## config.mk

```make
export PLATFORM = sky130hd
export DESIGN_NAME = control_block
export DESIGN_NICKNAME = d
export VERILOG_FILES = /design/src/rtl/control_block.sv
export SDC_FILE = /design/constraint.sdc
export NUM_CORES = 1
export LEC_CHECK = 0
export BUFFER_PORTS_ARGS = -buffer_cell sky130_fd_sc_hd__clkbuf_2
export CELL_PAD_IN_SITES_DETAIL_PLACEMENT = 0
export CELL_PAD_IN_SITES_GLOBAL_PLACEMENT = 1
export CORE_MARGIN = 3
export CORE_UTILIZATION = 30
export DETAILED_ROUTE_END_ITERATION = 12
export GPL_ROUTABILITY_DRIVEN = 0
export GPL_TIMING_DRIVEN = 0
export PLACE_DENSITY = 0.6
export SYNTH_ARGS = -nofsm -noshare
export SYNTH_HDL_FRONTEND = slang
export SYNTH_SLANG_ARGS = --single-unit
```

## constraint.sdc

```tcl
create_clock -name clk_i -period 8.8 [get_ports clk_i]
set_clock_uncertainty 0.05 [all_clocks]
set_input_delay 1.76 -clock clk_i [delete_from_list [all_inputs] [get_ports clk_i]]
set_output_delay 1.76 -clock clk_i [all_outputs]
set_load 0.02 [all_outputs]
```

## src/rtl/control_block.sv

```systemverilog
// control_block: test sequencer feeding one transaction descriptor at a time
// to the transmitter over a valid/ready handshake.
// Ports:
//   clk_i, rst_n_i                      clock, async active-low reset
//   start_test_i, test_mode_i,          start pulse and test configuration,
//   addr_mode_i, fix_addr_i,            sampled on an accepted start
//   trans_amount_i, burstcount_i
//   trans_ready_i, trans_busy_i         transmitter handshake / activity
//   cmp_error_i                         compare-mismatch pulse
//   trans_valid_o, trans_addr_o,        descriptor to the transmitter
//   trans_type_o                        (type 0 write, 1 read)
//   test_busy_o, test_done_o,           status to CSR
//   test_error_o, trans_cnt_o
module control_block #(
  parameter int unsigned ADDR_W      = 28,
  parameter int unsigned AMM_BURST_W = 11
) (
  input  logic                   clk_i,
  input  logic                   rst_n_i,
  input  logic                   start_test_i,
  input  logic [1:0]             test_mode_i,
  input  logic [1:0]             addr_mode_i,
  input  logic [ADDR_W-1:0]      fix_addr_i,
  input  logic [31:0]            trans_amount_i,
  input  logic [AMM_BURST_W-2:0] burstcount_i,
  input  logic                   trans_ready_i,
  input  logic                   trans_busy_i,
  input  logic                   cmp_error_i,
  output logic                   trans_valid_o,
  output logic [ADDR_W-1:0]      trans_addr_o,
  output logic                   trans_type_o,
  output logic                   test_busy_o,
  output logic                   test_done_o,
  output logic                   test_error_o,
  output logic [31:0]            trans_cnt_o
);

  localparam logic [1:0]  MODE_RD   = 2'd0;
  localparam logic [1:0]  MODE_WC   = 2'd2;
  localparam logic [1:0]  MODE_RSV  = 2'd3;
  localparam logic [1:0]  ADDR_RUN  = 2'd1;
  localparam logic [1:0]  ADDR_RND  = 2'd2;
  localparam logic [31:0] LFSR_SEED = 32'hFFFF_FFFF;
  // Galois form of x^32+x^22+x^2+x+1
  localparam logic [31:0] LFSR_TAPS = 32'h8020_0003;

  typedef enum logic [1:0] {IDLE, ISSUE, DRAIN, DONE} state_t;

  state_t                 state_q, state_d;
  logic [1:0]             mode_q, mode_d;
  logic [1:0]             amode_q, amode_d;
  logic [ADDR_W-1:0]      fix_q, fix_d;
  logic [AMM_BURST_W-2:0] burst_q, burst_d;
  logic [31:0]            amount_q, amount_d;
  logic [31:0]            lfsr_q, lfsr_d;

  logic                   valid_d, type_d, busy_d, done_d, err_d;
  logic [ADDR_W-1:0]      addr_d;
  logic [31:0]            cnt_d;

  logic [31:0]            lfsr_adv;
  logic [ADDR_W-1:0]      addr_adv;
  logic                   accept;
  logic                   last_phase;

  function automatic logic [31:0] lfsr_next(input logic [31:0] s);
    return s[0] ? ((s >> 1) ^ LFSR_TAPS) : (s >> 1);
  endfunction

  assign lfsr_adv   = lfsr_next(lfsr_q);
  assign accept     = trans_valid_o & trans_ready_i;
  // a transaction completes on its only descriptor, or on the read of a pair
  assign last_phase = (mode_q != MODE_WC) || trans_type_o;

  // address generator: value after one advance
  always_comb begin
    addr_adv = fix_q;
    case (amode_q)
      ADDR_RUN: addr_adv = trans_addr_o + ADDR_W'(burst_q) + ADDR_W'(1);
      ADDR_RND: addr_adv = lfsr_adv[ADDR_W-1:0];
      default:  addr_adv = fix_q;
    endcase
  end

  // next-state and registered-output logic
  always_comb begin
    state_d  = state_q;
    mode_d   = mode_q;
    amode_d  = amode_q;
    fix_d    = fix_q;
    burst_d  = burst_q;
    amount_d = amount_q;
    lfsr_d   = lfsr_q;
    valid_d  = trans_valid_o;
    addr_d   = trans_addr_o;
    type_d   = trans_type_o;
    busy_d   = test_busy_o;
    done_d   = 1'b0;
    err_d    = test_error_o;
    cnt_d    = trans_cnt_o;

    case (state_q)
      IDLE: begin
        if (start_test_i && (test_mode_i != MODE_RSV)) begin
          mode_d   = test_mode_i;
          amode_d  = addr_mode_i;
          fix_d    = fix_addr_i;
          burst_d  = burstcount_i;
          amount_d = trans_amount_i;
          cnt_d    = 32'd0;
          err_d    = 1'b0;
          busy_d   = 1'b1;
          type_d   = (test_mode_i == MODE_RD);
          if (addr_mode_i == ADDR_RND) begin
            lfsr_d = lfsr_adv;
            addr_d = lfsr_adv[ADDR_W-1:0];
          end else begin
            addr_d = fix_addr_i;
          end
          if (trans_amount_i == 32'd0) begin
            state_d = DRAIN;
          end else begin
            valid_d = 1'b1;
            state_d = ISSUE;
          end
        end
      end
      ISSUE: begin
        if (accept) begin
          if (!last_phase) begin
            type_d = 1'b1;
          end else begin
            cnt_d  = trans_cnt_o + 32'd1;
            addr_d = addr_adv;
            type_d = (mode_q == MODE_RD);
            if (amode_q == ADDR_RND) lfsr_d = lfsr_adv;
            if (cnt_d == amount_q) begin
              valid_d = 1'b0;
              state_d = DRAIN;
            end
          end
        end
        // abort wins over a pending descriptor; a same-cycle accept still counts
        if (cmp_error_i) begin
          err_d   = 1'b1;
          valid_d = 1'b0;
          state_d = DRAIN;
        end
      end
      DRAIN: begin
        if (cmp_error_i) err_d = 1'b1;
        if (!trans_busy_i) begin
          done_d  = 1'b1;
          state_d = DONE;
        end
      end
      DONE: begin
        if (cmp_error_i) err_d = 1'b1;
        busy_d  = 1'b0;
        state_d = IDLE;
      end
      default: state_d = IDLE;
    endcase
  end

  // state and output registers
  always_ff @(posedge clk_i or negedge rst_n_i) begin
    if (!rst_n_i) begin
      state_q       <= IDLE;
      mode_q        <= 2'd0;
      amode_q       <= 2'd0;
      fix_q         <= '0;
      burst_q       <= '0;
      amount_q      <= 32'd0;
      lfsr_q        <= LFSR_SEED;
      trans_valid_o <= 1'b0;
      trans_addr_o  <= '0;
      trans_type_o  <= 1'b0;
      test_busy_o   <= 1'b0;
      test_done_o   <= 1'b0;
      test_error_o  <= 1'b0;
      trans_cnt_o   <= 32'd0;
    end else begin
      state_q       <= state_d;
      mode_q        <= mode_d;
      amode_q       <= amode_d;
      fix_q         <= fix_d;
      burst_q       <= burst_d;
      amount_q      <= amount_d;
      lfsr_q        <= lfsr_d;
      trans_valid_o <= valid_d;
      trans_addr_o  <= addr_d;
      trans_type_o  <= type_d;
      test_busy_o   <= busy_d;
      test_done_o   <= done_d;
      test_error_o  <= err_d;
      trans_cnt_o   <= cnt_d;
    end
  end

endmodule
```

==> metrics.cfg <==
[status]
status=completed

[layout]
final_cell_mix=204 x nand2_1, 143 x clkbuf_2, 141 x dfrtp_1
final_area_um2=12100
final_core_util=0.367
drive_above_1_share=0.244
area_delta_synth_final_pct=18.8
insertedDiodeCount=0
nNetsFinal=1377
layout_commonest_cell=nand2_1

[placed_design]
dp_hpwl_um=27700
placed_cell_area_um2=11500
dp_slack_ns=3.26
port_buffers=144

[clock_tree]
clock-sinks=173
cts.clk_slew.worst_paths_ns=0.08
cts_buffers=17
post_cts_resized=0
htree_levels=4
clock_path_buffers=2
cts_hold_buf=0
cts_tree=yes
clk_latency_ns=0.45
post-cts-setup-buffers=0
root_buffer=clkbuf_16

[sta]
period_share=0.565
rsz0062_at_grt=false
fin_crit_ns=4.97
relSlewSlack=0.264
drv_slew=0
report.final.setup_viol=0
tns_ns=0
tightest_slew_ns=1.10
hold_violations=0
fmax_ghz=0.201
worst_slack_ns=3.83

[global_routing]
grt_max_degree=104
grt_pass1_wl_um=56700
antenna_found_initial=0
gr-usage-all-layers=0.208
grt_pass1_vias=8956
grt_remaining_overflow=0

[worst_setup_path]
crit_end=lfsr_q[0]$_DFFE_PN1P_
worstPathArrival_ns=5.30
r2r_setup_slack_ns=4.87
crit_buf_inv=3
slowest_stage=a21boi_0
path_cells=clkbuf_2 > a21boi_0 > nand2_1 > a21boi_0 > a21oi_1 > o221ai_1 > inv_1 > clkbuf_1 > nand2_1 > xnor2_1
cp-start-kind=primary input
r2r_cells=9
cp_num_cells=10
cp-startpoint=test_mode_i[0]
crit_required_ns=9.13
timing_worst_setup_path_type=in2reg
r2r-end=trans_addr_o[11]$_DFFE_PN0P_
endpoint_kind=flip-flop
timing.rr.start=state_q[0]$_DFFE_PN0P_
cp_top_family=compound AO/OA/AOI/OAI gates
crit_fanout=10
critPathMaxStageDelay_ns=0.58

[synth]
syn-num-nets=1213
synthArstFlopShare=1.00
avgSynthCellArea_um2=9.16
yosys.cell_types.count=68
synthesis.area_um2=10200
netlist_instances=1114
synth_edf_count=0
ys_ff_latch=173
synthFlopType=dfrtp_1
yosys_warnings=0
seq_area_frac_synth=0.428

[floorplanning]
die_w_um=190
fp.dieH_um=190
initial_core_util=0.309
rows=66
coreArea_um2=33000
dieArea_um2=36300
num_io_pins=145

[drt]
dr.pass1.iters=5
wl_um=37500
via_per_inst=5.32
ant_nets=0
dr_total_vias=9220
drt-initial-drc-count=685
drc_errors=0
avgRoutedWirePerCell_um=21.6

[pwr]
finalPower_mw=4.17
power.density_nw_per_um2=344
leakagePower_nw=5.25
vdd.ir_drop.worst_mv=0.147

[job]
cap_violations=0

[worst_hold_path]
holdCritPathClass=reg2reg
hold_depth=2

stage by stage:
| stage | hold WS [ns] | instances |
|---|---|---|
| after floorplan | 0.385 | 1114 |
| after global placement | 0.397 | 1700 |
| after detailed placement | 0.400 | 1701 |
| after CTS | 0.411 | 1733 |
| after global routing | 0.427 | 1733 |
| final | 0.404 | 1733 |
power breakdown:
part | leakage [nW] | internal [mW] | total, mW | switching, mW
Sequential | 2.09 | 1.06 | 1.31 | 0.256
Combinational | 2.86 | 0.731 | 2.04 | 1.31
Clock | 0.298 | 0.454 | 0.821 | 0.367
Total | 5.25 | 2.24 | 4.17 | 1.93
how the worst min path moves through the flow:
stage	start	to	slack [ns]
floorplan	lfsr_q[30]$_DFFE_PN1P_	lfsr_q[29]$_DFFE_PN1P_	0.38
CTS	lfsr_q[30]$_DFFE_PN1P_	lfsr_q[29]$_DFFE_PN1P_	0.41
global placement	lfsr_q[30]$_DFFE_PN1P_	lfsr_q[29]$_DFFE_PN1P_	0.40
global route	lfsr_q[31]$_DFFE_PN1P_	lfsr_q[30]$_DFFE_PN1P_	0.43
finish	lfsr_q[31]$_DFFE_PN1P_	lfsr_q[30]$_DFFE_PN1P_	0.40
detailed placement	lfsr_q[29]$_DFFE_PN1P_	lfsr_q[28]$_DFFE_PN1P_	0.40
cells by family after synthesis:
group / share of synthesized area
flops: 0.428
compound gates: 0.177
simple gates: 0.182
xor+xnor: 0.0455
fa+ha+maj: 0.0240
mux: 0.0984
buf+inv: 0.0446
tightest hold or removal path: stages, from the launching register on:
cell and delay (ns):
dfstp_2 0.37, nand2_1 0.05, nand2_1 0.04
flip-flops by register name (all words and copies together), names as in the netlist:
| register | cells |
|---|---|
| trans_cnt_o | 32 |
| fix_q | 28 |
| trans_valid_o | 1 |
| lfsr_q | 32 |
| amode_q | 2 |
| amount_q | 32 |
| test_error_o | 1 |
| state_q | 2 |
| mode_q | 2 |
| burst_q | 10 |
| test_busy_o | 1 |
| trans_type_o | 1 |
| test_done_o | 1 |
| trans_addr_o | 28 |
cell usage after synthesis (5+ instances only):
cell / instances / area share
nand3_1: 18 / 0.0088
buf_6: 6 / 0.0066
dfstp_2: 32 / 0.082
clkbuf_1: 52 / 0.019
mux2_2: 75 / 0.083
nor3_1: 38 / 0.019
a22oi_1: 5 / 0.0037
nor2b_1: 8 / 0.0049
buf_2: 7 / 0.0034
and3_1: 7 / 0.0043
o21ai_0: 88 / 0.043
o21a_1: 9 / 0.0066
xnor2_1: 29 / 0.025
nor4_1: 20 / 0.012
a31oi_1: 14 / 0.0086
nor2_1: 47 / 0.017
ha_1: 18 / 0.022
dfrtp_1: 141 / 0.35
a21oi_1: 62 / 0.030
a22o_1: 16 / 0.014
mux2i_1: 16 / 0.016
nand2b_1: 9 / 0.0055
buf_4: 6 / 0.0044
or3_1: 7 / 0.0043
o211ai_1: 6 / 0.0044
nand4_1: 20 / 0.012
xor2_1: 24 / 0.021
nand2_1: 204 / 0.075
o31ai_1: 9 / 0.0066
inv_1: 24 / 0.0088
a221oi_1: 13 / 0.011
a211oi_1: 8 / 0.0059
buf_1: 6 / 0.0022
final cells by class:
type / instances / area (µm²)
clock buffers: 18 / 429
multi-input cells: 840 / 5380
clock inverters: 14 / 184
well taps: 442 / 553
repair buffers: 145 / 757
plain buffers: 77 / 365
inverters: 24 / 90.1
fillers: 3443 / 20900
flip-flops and latches: 173 / 4370
metal layers:
layer	part of all wire	vias to the layer above	track usage
li1	-	4363	-
met1	0.45	4554	0.281
met2	0.48	263	0.345
met3	0.046	40	0.0357
met4	0.021	0	0.0593
met5	0	-	0
Note: power is estimated with default switching activity, not from simulation.
